--- src/rtl/uart_autobaud.sv ---
// Auto-baud detector: times four bit-pairs of a 0x55 sync character
// and derives the UART divisor (bit period = baudrate_div + 1 clocks).
module uart_autobaud #(
    parameter logic [15:0] DEFAULT_DIV = 16'd433,
    parameter logic [15:0] MIN_DIV     = 16'd3,
    parameter int          PERIOD_W    = 19
) (
    input  logic        clk,
    input  logic        rst,
    input  logic        arm,
    input  logic        abort,
    input  logic        uart_rxd,
    output logic [15:0] baudrate_div,
    output logic        locked,
    output logic        busy,
    output logic        done,
    output logic        error
);

    typedef enum logic [2:0] {
        S_IDLE,
        S_WAIT_IDLE,
        S_WAIT_START,
        S_MEASURE,
        S_CALC,
        S_LOCKED
    } state_t;

    localparam logic [PERIOD_W-1:0] PERIOD_MAX = '1;

    state_t              state_q, state_d;
    logic                rxd_s1_q, rxd_s1_d;
    logic                rxd_s2_q, rxd_s2_d;
    logic                rxd_prev_q, rxd_prev_d;
    logic [3:0]          idle_cnt_q, idle_cnt_d;
    logic [PERIOD_W-1:0] period_q, period_d;
    logic [2:0]          edge_q, edge_d;
    logic [PERIOD_W-1:0] count_q, count_d;
    logic [15:0]         div_q, div_d;
    logic                locked_q, locked_d;
    logic                done_q, done_d;
    logic                error_q, error_d;

    logic                fall;
    logic                busy_w;
    logic [PERIOD_W:0]   cnt_sum;
    logic [PERIOD_W:0]   cnt_div;
    logic [PERIOD_W:0]   cand_wide;
    logic [15:0]         candidate;

    assign fall   = rxd_prev_q & ~rxd_s2_q;
    assign busy_w = (state_q != S_IDLE) && (state_q != S_LOCKED);

    // Eight bit periods, rounded to the nearest single period, minus one.
    assign cnt_sum   = {1'b0, count_q} + (PERIOD_W+1)'(4);
    assign cnt_div   = cnt_sum >> 3;
    assign cand_wide = cnt_div - (PERIOD_W+1)'(1);
    assign candidate = 16'(cand_wide);

    always_comb begin
        state_d    = state_q;
        rxd_s1_d   = uart_rxd;
        rxd_s2_d   = rxd_s1_q;
        rxd_prev_d = rxd_s2_q;
        idle_cnt_d = idle_cnt_q;
        period_d   = period_q;
        edge_d     = edge_q;
        count_d    = count_q;
        div_d      = div_q;
        locked_d   = locked_q;
        done_d     = 1'b0;
        error_d    = 1'b0;

        unique case (state_q)
            S_IDLE, S_LOCKED: begin
                if (arm) begin
                    state_d    = S_WAIT_IDLE;
                    idle_cnt_d = '0;
                end
            end
            S_WAIT_IDLE: begin
                if (!rxd_s2_q) begin
                    idle_cnt_d = '0;
                end else if (idle_cnt_q == 4'd15) begin
                    idle_cnt_d = '0;
                    state_d    = S_WAIT_START;
                end else begin
                    idle_cnt_d = idle_cnt_q + 4'd1;
                end
            end
            S_WAIT_START: begin
                if (fall) begin
                    period_d = '0;
                    edge_d   = '0;
                    state_d  = S_MEASURE;
                end
            end
            S_MEASURE: begin
                period_d = period_q + PERIOD_W'(1);
                if (period_q == PERIOD_MAX) begin
                    error_d = 1'b1;
                    state_d = S_IDLE;
                end else if (fall) begin
                    edge_d = edge_q + 3'd1;
                    if (edge_q == 3'd3) begin
                        count_d = period_q + PERIOD_W'(1);
                        state_d = S_CALC;
                    end
                end
            end
            S_CALC: begin
                if (candidate >= MIN_DIV) begin
                    div_d    = candidate;
                    locked_d = 1'b1;
                    done_d   = 1'b1;
                    state_d  = S_LOCKED;
                end else begin
                    error_d = 1'b1;
                    state_d = S_IDLE;
                end
            end
            default: state_d = S_IDLE;
        endcase

        // Abort only cancels an active measurement and suppresses its result.
        if (abort && busy_w) begin
            state_d  = S_IDLE;
            div_d    = div_q;
            locked_d = locked_q;
            done_d   = 1'b0;
            error_d  = 1'b0;
        end
    end

    always_ff @(posedge clk or posedge rst) begin
        if (rst) begin
            state_q    <= S_IDLE;
            rxd_s1_q   <= 1'b1;
            rxd_s2_q   <= 1'b1;
            rxd_prev_q <= 1'b1;
            idle_cnt_q <= '0;
            period_q   <= '0;
            edge_q     <= '0;
            count_q    <= '0;
            div_q      <= DEFAULT_DIV;
            locked_q   <= 1'b0;
            done_q     <= 1'b0;
            error_q    <= 1'b0;
        end else begin
            state_q    <= state_d;
            rxd_s1_q   <= rxd_s1_d;
            rxd_s2_q   <= rxd_s2_d;
            rxd_prev_q <= rxd_prev_d;
            idle_cnt_q <= idle_cnt_d;
            period_q   <= period_d;
            edge_q     <= edge_d;
            count_q    <= count_d;
            div_q      <= div_d;
            locked_q   <= locked_d;
            done_q     <= done_d;
            error_q    <= error_d;
        end
    end

    assign baudrate_div = div_q;
    assign locked       = locked_q;
    assign busy         = busy_w;
    assign done         = done_q;
    assign error        = error_q;

endmodule
--- config.mk ---
export PLATFORM = sky130hd
export DESIGN_NAME = uart_autobaud
export DESIGN_NICKNAME = d
export VERILOG_FILES = /design/src/rtl/uart_autobaud.sv
export SDC_FILE = /design/constraint.sdc
export NUM_CORES = 1
export LEC_CHECK = 0
export CAP_MARGIN = 5
export CORE_MARGIN = 2
export CORE_UTILIZATION = 25
export DETAILED_ROUTE_END_ITERATION = 12
export PLACE_DENSITY = 0.42
export RECOVER_POWER = 50
export SLEW_MARGIN = 5
export SYNTH_ARGS = -nofsm -noshare
export SYNTH_HDL_FRONTEND = slang
export SYNTH_SLANG_ARGS = --single-unit
--- constraint.sdc ---
create_clock -name clk -period 6.9 [get_ports clk]
set_clock_uncertainty 0.2 [all_clocks]
set_input_delay 1.725 -clock clk [delete_from_list [all_inputs] [get_ports clk]]
set_output_delay 1.725 -clock clk [all_outputs]
set_load 0.01 [all_outputs]
==> results.py, run 1 <==
metrics = {
    "status": {
        "run_status": "completed",
    },
    "logic_synthesis": {
        "yosys-top-cells-area": "dfrtp_1 (35%), xnor2_1 (6.1%), o21ai_0 (6.0%)",
        "synth_edf_count": 0,
        "ys_warn_count": 0,
        "async_flop_share_pct": 100,
        "yosys-mux-area-fraction_pct": 3.62,
        "ys.flop_type": "dfrtp_1",
        "synth_area_um2": 4280,
        "syn_inst": 482,
        "synthXorXnorAreaFrac_pct": 9.58,
        "synth-compound-area-share_pct": 17.8,
        "seq_area_frac_synth_pct": 40.0,
        "synthDistinctLibCells": 70,
        "synth_top_family_by_area": "simple AND/OR/NAND/NOR gates",
        "synth_fa_ha_area_share_pct": 2.28,
        "synth-simple-area-share_pct": 21.7,
        "synth-seq-cells": 68,
        "syn_avg_cell_area_um2": 8.89,
        "synth_top_cell_by_area": "dfrtp_1",
        "synth_top_area_share_pct": 35.1,
        "syn_nets": 494,
    },
    "layout": {
        "fin_area_um2": 4930,
        "nets": 505,
        "multi_input_area_um2": 2360,
        "diodes": 0,
        "num-fill-cells": 1751,
        "seq_area_um2": 1710,
        "syn_to_final_growth_pct": 15.0,
        "layout-drive-gt1-share_pct": 11.0,
        "fin_util_pct": 29.6,
    },
    "global_routing": {
        "grt_pass1_wl_um": 17100,
        "grt_usage_pct": 11.7,
        "gr-usage-met3_pct": 2.14,
        "grt_util_met1_pct": 16.8,
        "grt_pass1_vias": 3351,
        "grt_start_max_net_pins": 69,
        "antenna_found_initial": 0,
        "grt-ovfl-total": 0,
        "use_met2_pct": 17.3,
        "busiest_layer": "met2",
    },
    "drt": {
        "ant_nets": 0,
        "wl_per_cell_um": 13.7,
        "drt_first_pass_iters": 4,
        "wl_um": 9840,
        "routed_via_density": 4.79,
        "drt_iter0_drc": 284,
        "via_count": 3437,
        "drc_errors": 0,
    },
    "worst_hold_path": {
        "hp-class": "reg -> reg",
    },
    "power": {
        "total_power_mw": 1.62,
        "p_leak_nw": 1.92,
        "power.density_nw_per_um2": 330,
        "ir_drop_uv": 106,
    },
    "placed_design": {
        "dp_hpwl_um": 6820,
        "io_buffers": 24,
        "gp_congestion": 0.798,
        "dpl-instance-area_um2": 4660,
    },
    "critical_path": {
        "ff2ff_path_depth": 10,
        "cp_max_fo": 18,
        "crit_end": "baudrate_div[3]",
        "crit_slowest_cell": "or4_1",
        "crit_path_end_kind": "flop",
        "r2r-end": "baudrate_div[3]",
        "critPathLaunch": "count_q[2]",
        "crit_type": "reg -> reg",
        "r2r-start": "count_q[2]",
        "rrSetupSlack_ns": 2.36,
        "critPathMaxStageDelay_ns": 0.55,
        "cp_cell_sequence": "ha_1 -> or4_1 -> o31ai_1 -> and4_1 -> nand4bb_2 -> xnor2_1 -> or4b_1 -> or4_4 -> o21a_1 -> mux2_4",
        "critPathLaunchType": "flop",
        "required_ns": 6.92,
        "arrival_ns": 4.57,
    },
    "sta": {
        "fin_crit_ns": 4.54,
        "slew_headroom_pct": 39.7,
        "final-hold-violation-count": 0,
        "fmax_ghz": 0.220,
        "finalMaxSlewViolations": 0,
        "grt_setup_unrepaired": "false",
        "setup_violations": 0,
        "worstMarginPinSlew_ns": 0.904,
        "period_share_pct": 65.9,
        "setup_tns_ns": 0,
    },
    "die": {
        "die_w_um": 135,
        "die_y_um": 135,
        "rows": 47,
        "start_util_pct": 25.7,
        "core_area_um2": 16600,
        "io_pins": 25,
        "dieArea_um2": 18200,
    },
    "clock_network": {
        "cts_setup_buffers": 0,
        "cts_buffer_depth": 2,
        "numCtsBuffers": 9,
        "cts-root-buf": "clkbuf_16",
        "clkTransAtPathRegs_ns": 0.06,
        "cts-htree-levels": 3,
        "clock-sinks": 68,
        "worstSkewPairLatency_ns": 0.34,
        "cts_tree": "yes",
        "post_cts_resized": 0,
        "ctsHoldBuffers": 0,
    },
    "run": {
        "max-cap-violations": 0,
    },
}
## synth_stat cells (3+ instances only)
cell      instances
buf_2             4
clkbuf_1         15
buf_6             5
dfstp_2           8
o31ai_1           5
a22o_1            6
nor3_1            9
and2_1            6
or3_1             3
ha_1              7
o21ai_0          51
nor4_1            4
nand2_1          52
nand3_1          16
and4_1            4
o22ai_1           4
or2_2             5
nor2b_1           3
xor2_1           15
o21a_1            4
inv_1            13
nor2_1           44
xnor2_1          30
a21oi_1          23
dfrtp_1          60
a31oi_1           8
a211oi_1          4
mux2_4            3
and3_1           14
nand4_1           4
mux2_2            8
## cell usage in the layout, fill, tap and decap left out, types with 3 or more instances in the layout
cell type / instances
a211oi_1: 4
a21oi_1: 23
a22o_1: 6
a31oi_1: 8
and2_1: 6
and3_1: 14
and4_1: 4
buf_4: 3
clkbuf_1: 5
clkbuf_16: 9
clkdlybuf4s50_1: 21
dfrtp_1: 60
dfstp_2: 7
dlygate4sd3_1: 3
ha_1: 7
inv_1: 12
mux2_2: 8
mux2_4: 3
nand2_1: 52
nand3_1: 16
nand4_1: 4
nor2_1: 44
nor2b_1: 3
nor3_1: 8
nor4_1: 4
o21a_1: 4
o21ai_0: 51
o22ai_1: 4
o31ai_1: 5
or2_2: 5
or3_1: 3
xnor2_1: 30
xor2_1: 15
## sequential cells by signal, indices dropped and copies added, names as in the netlist
name / count
edge_q: 3
locked: 1
done: 1
period_q: 19
state_q: 3
rxd_prev_q: 1
rxd_s1_q: 1
idle_cnt_q: 4
error: 1
count_q: 17
baudrate_div: 16
rxd_prev_d: 1
## per-stage QoR
step                      instances  hold slack, ns  setup WS, ns
after floorplan                 482           0.145          2.77
after CTS                       718           0.156          2.33
after global placement          702           0.146          2.44
after detailed placement        702           0.147          2.33
final                           718           0.159          2.36
after global routing            718           0.170          2.13
## worst min-delay path by stage
stage,slack (ns),start,cells after the start,to
6_report,0.16,rxd_s1_q,0,rxd_prev_d
5_1_grt,0.17,rxd_s1_q,0,rxd_prev_d
4_1_cts,0.16,rxd_s1_q,0,rxd_prev_d
3_5_place_dp,0.15,rxd_s1_q,0,rxd_prev_d
3_3_place_gp,0.15,rxd_s1_q,0,rxd_prev_d
2_1_floorplan,0.15,rxd_s1_q,0,rxd_prev_d
## critical path: cells and delay by family (launching register included)
kind                     cells  cell delay (ns)
AND/OR/NAND/NOR              5             2.19
flip-flops                   1             0.43
multiplexers                 1             0.41
AO/OA/AOI/OAI                2             0.64
XOR/XNOR                     1             0.20
adder cells (fa/ha/maj)      1             0.35
## logic make-up after synthesis
| kind of cell | count (synthesis) |
|---|---|
| AO/OA/AOI/OAI | 123 |
| XOR/XNOR | 46 |
| adder cells (fa/ha/maj) | 8 |
| buffers and inverters | 41 |
| flip-flops | 68 |
| multiplexers | 13 |
| AND/OR/NAND/NOR | 183 |
## power breakdown
group | switching (mW) | internal, mW | leakage [nW]
Clock | 0.175 | 0.253 | 0.127
Sequential | 0.0878 | 0.484 | 0.865
Combinational | 0.319 | 0.305 | 0.930
## metal layers
metal  part of all wire [%]  up-vias
li1                       -     1732
met1                     52     1646
met2                     44       47
met3                    2.3       12
met4                    1.9        0
met5                      0        -
## layout make-up
class / instances / share of cell area, %
Multi-Input combinational cell: 373 / 47.9
Timing Repair Buffer: 28 / 5.41
Clock inverter: 2 / 0.254
Inverter: 13 / 0.990
Sequential cell: 68 / 34.7
Clock buffer: 14 / 5.15
Tap cell: 220 / 5.59
Power figures use the tool's default switching activity.
==> run 2, diff against run 1 <==
--- a/config.mk
+++ b/config.mk
@@ -9,7 +9,7 @@
 export CORE_MARGIN = 2
 export CORE_UTILIZATION = 25
 export DETAILED_ROUTE_END_ITERATION = 12
-export PLACE_DENSITY = 0.42
+export PLACE_DENSITY = 0.43
 export RECOVER_POWER = 50
 export SLEW_MARGIN = 5
 export SYNTH_ARGS = -nofsm -noshare
==> constraint.sdc (replaced) <==
create_clock -name clk -period 3.92 [get_ports clk]
set_clock_uncertainty 0.2 [all_clocks]
set_input_delay 0.98 -clock clk [delete_from_list [all_inputs] [get_ports clk]]
set_output_delay 0.98 -clock clk [all_outputs]
set_load 0.01 [all_outputs]
==> run 2 against run 1 <==
Die area unchanged. Core utilization grew 3.1 points. Critical path type unchanged. Fmax rose by 18%. Critical endpoint unchanged. Worst setup slack lost 2.3 ns. Register-to-register slack lost 2.3 ns.
==> results.py, run 2 (synthesis results as in run 1) <==
metrics = {
    "sta": {
        "fin_crit_ns": 3.85,
        "worstMarginPinSlew_ns": 1.18,
        "setup_tns_ns": 0,
        "setup_slack_ns": 0.0735,
        "period_share_pct": 98.1,
        "hold_ws_ns": 0.162,
        "slew_headroom_pct": 21.0,
        "fmax_ghz": 0.260,
        "finalMaxSlewViolations": 0,
        "final-hold-violation-count": 0,
        "setup_violations": 0,
    },
    "global_routing": {
        "grt_start_max_net_pins": 35,
        "antenna_found_initial": 0,
        "grt_pass1_wl_um": 17300,
        "grt_usage_pct": 12.0,
        "grt_pass1_vias": 3389,
        "grt-ovfl-total": 0,
    },
    "drt": {
        "drt_iter0_drc": 217,
        "via_count": 3562,
        "wl_um": 10500,
        "drt_first_pass_iters": 4,
        "drc_errors": 0,
        "ant_nets": 0,
        "routed_via_density": 4.74,
        "wl_per_cell_um": 14.0,
    },
    "placed_design": {
        "place_ws_ns": -0.0673,
        "gp_congestion": 0.819,
        "numPlacedInstances": 732,
        "dpl-instance-area_um2": 4930,
        "dp_hpwl_um": 7460,
        "io_buffers": 24,
    },
    "critical_path": {
        "cp_max_fo": 7,
        "arrival_ns": 3.87,
        "crit_slowest_cell": "or4_4",
        "critPathMaxStageDelay_ns": 0.50,
        "cp_top_family": "simple AND/OR/NAND/NOR gates",
        "required_ns": 3.94,
        "crit_path_end_kind": "flop",
        "crit_buf_inv": 2,
        "cp_cell_sequence": "buf_4 -> and3_2 -> a211oi_1 -> o2111ai_4 -> nor3_2 -> o21a_2 -> or4b_4 -> or4_4 -> o21a_4 -> buf_12 -> mux2_4",
        "critPathLaunchType": "flop",
        "crit_type": "reg -> reg",
    },
    "power": {
        "ir_drop_uv": 233,
        "p_int_mw": 2.17,
        "p_leak_nw": 2.16,
        "total_power_mw": 3.26,
        "switching_share_pct": 33.5,
        "power.switching_mw": 1.09,
        "clkPwrFrac_pct": 29.2,
        "p_seq_share_pct": 30.4,
        "power.density_nw_per_um2": 599,
        "combPwrFrac_pct": 40.3,
    },
    "clock_network": {
        "cts-root-buf": "clkbuf_16",
        "clock-sinks": 68,
        "ctsHoldBuffers": 0,
        "cts-htree-levels": 3,
        "cts_buffer_depth": 2,
        "numCtsBuffers": 9,
        "clkTransAtPathRegs_ns": 0.06,
        "cts_tree": "yes",
        "worstSkewPairLatency_ns": 0.34,
    },
    "die": {
        "dieArea_um2": 18200,
        "die_y_um": 135,
        "rows": 47,
        "core_area_um2": 16600,
        "io_pins": 25,
        "start_util_pct": 25.7,
        "die_w_um": 135,
    },
    "layout": {
        "top_register": "period_q",
        "num-fill-cells": 1719,
        "final_cell_mix": "dfrtp_1 (59), nand2_1 (52), o21ai_0 (52), nor2_1 (44), buf_4 (33)",
        "largest_reg_flops": 19,
        "syn_to_final_growth_pct": 27.1,
        "layout-drive-gt1-share_pct": 20.9,
        "mostFrequentLayoutCell": "dfrtp_1",
        "fin_util_pct": 32.7,
        "instances_no_fill": 752,
        "nets": 539,
        "fin_area_um2": 5440,
        "diodes": 0,
    },
    "run": {
        "max-cap-violations": 0,
    },
    "status": {
        "run_status": "completed",
    },
    "worst_hold_path": {
        "hp-class": "reg -> reg",
    },
}
==> run 2: cell count changes in the layout (fill, tap and decap cells not counted), sizes merged <==
cell           before  now
clkdlybuf4s50      21   22
dlygate4sd3         3    2
clkbuf             15   14
bufinv              0    3
buf                 3   34
inv                12   13
==> run 2: worst register-to-register path: cells and delay by family (launching register included) <==
kind / cells / cell delay [ns]
AND/OR/NAND/NOR: 4 / 1.44
AO/OA/AOI/OAI: 4 / 1.08
multiplexers: 1 / 0.29
flip-flops: 1 / 0.40
buffers and inverters: 2 / 0.31
==> run 2: power groups by stage <==
stage	registers (mW)	logic [mW]	clock network (mW)
after floorplan	0.982	0.845	0
after global placement	0.995	1.23	0
after detailed placement	0.999	1.25	0
after CTS	0.990	1.27	0.989
after global routing	1.02	1.46	1.01
final	0.993	1.31	0.954
==> run 2: final timing paths <==
kind | slack (ns) | startpoint | cells after the start | to
setup / recovery | 0.07 | count_q[2] | 11 | baudrate_div[3]
hold reg to reg | 0.16 | rxd_s1_q | 0 | rxd_prev_d
setup reg to reg | 0.07 | count_q[2] | 11 | baudrate_div[3]
max in group asynchronous | 0.86 | rst | 3 | baudrate_div[1]
min in group asynchronous | 1.20 | rst | 2 | state_q[2]
hold / removal | 0.16 | rxd_s1_q | 0 | rxd_prev_d
==> run 2: routing by layer <==
| layer | up-vias | global-route usage [%] | share of wire [%] |
|---|---|---|---|
| met2 | 51 | 18.6 | 46 |
| met5 | - | 0 | 0 |
| li1 | 1798 | - | - |
| met4 | 0 | 4.80 | 1.8 |
| met1 | 1700 | 16.2 | 49 |
| met3 | 13 | 2.63 | 3.0 |
==> run 2: area by class of cell <==
type / count / area (um2) / share of cell area (%)
multi-input cells: 373 / 2510 / 46.1
flip-flops and latches: 68 / 1710 / 31.5
clock inverters: 6 / 111 / 2.05
clock buffers: 10 / 239 / 4.39
inverters: 13 / 48.8 / 0.896
well taps: 220 / 275 / 5.06
repair buffers: 62 / 546 / 10.0
==> run 2: repair_timing <==
item / in CTS / in global routing
setup endpoints to repair: 11 / 14
cloned: 0 / 1
resized for setup: 4 / 18
buffers inserted: 0 / 3
pin swaps: 3 / 12
==> run 3, diff against run 2 <==
--- a/config.mk
+++ b/config.mk
@@ -5,10 +5,12 @@
 export SDC_FILE = /design/constraint.sdc
 export NUM_CORES = 1
 export LEC_CHECK = 0
+export ABC_CLOCK_PERIOD_IN_PS = 3920
 export CAP_MARGIN = 5
 export CORE_MARGIN = 2
 export CORE_UTILIZATION = 25
 export DETAILED_ROUTE_END_ITERATION = 12
+export HOLD_SLACK_MARGIN = 0.08
 export PLACE_DENSITY = 0.43
 export RECOVER_POWER = 50
 export SLEW_MARGIN = 5
==> results of run 3 <==
The final DEF is identical to that of run 2; final timing and power are the same.
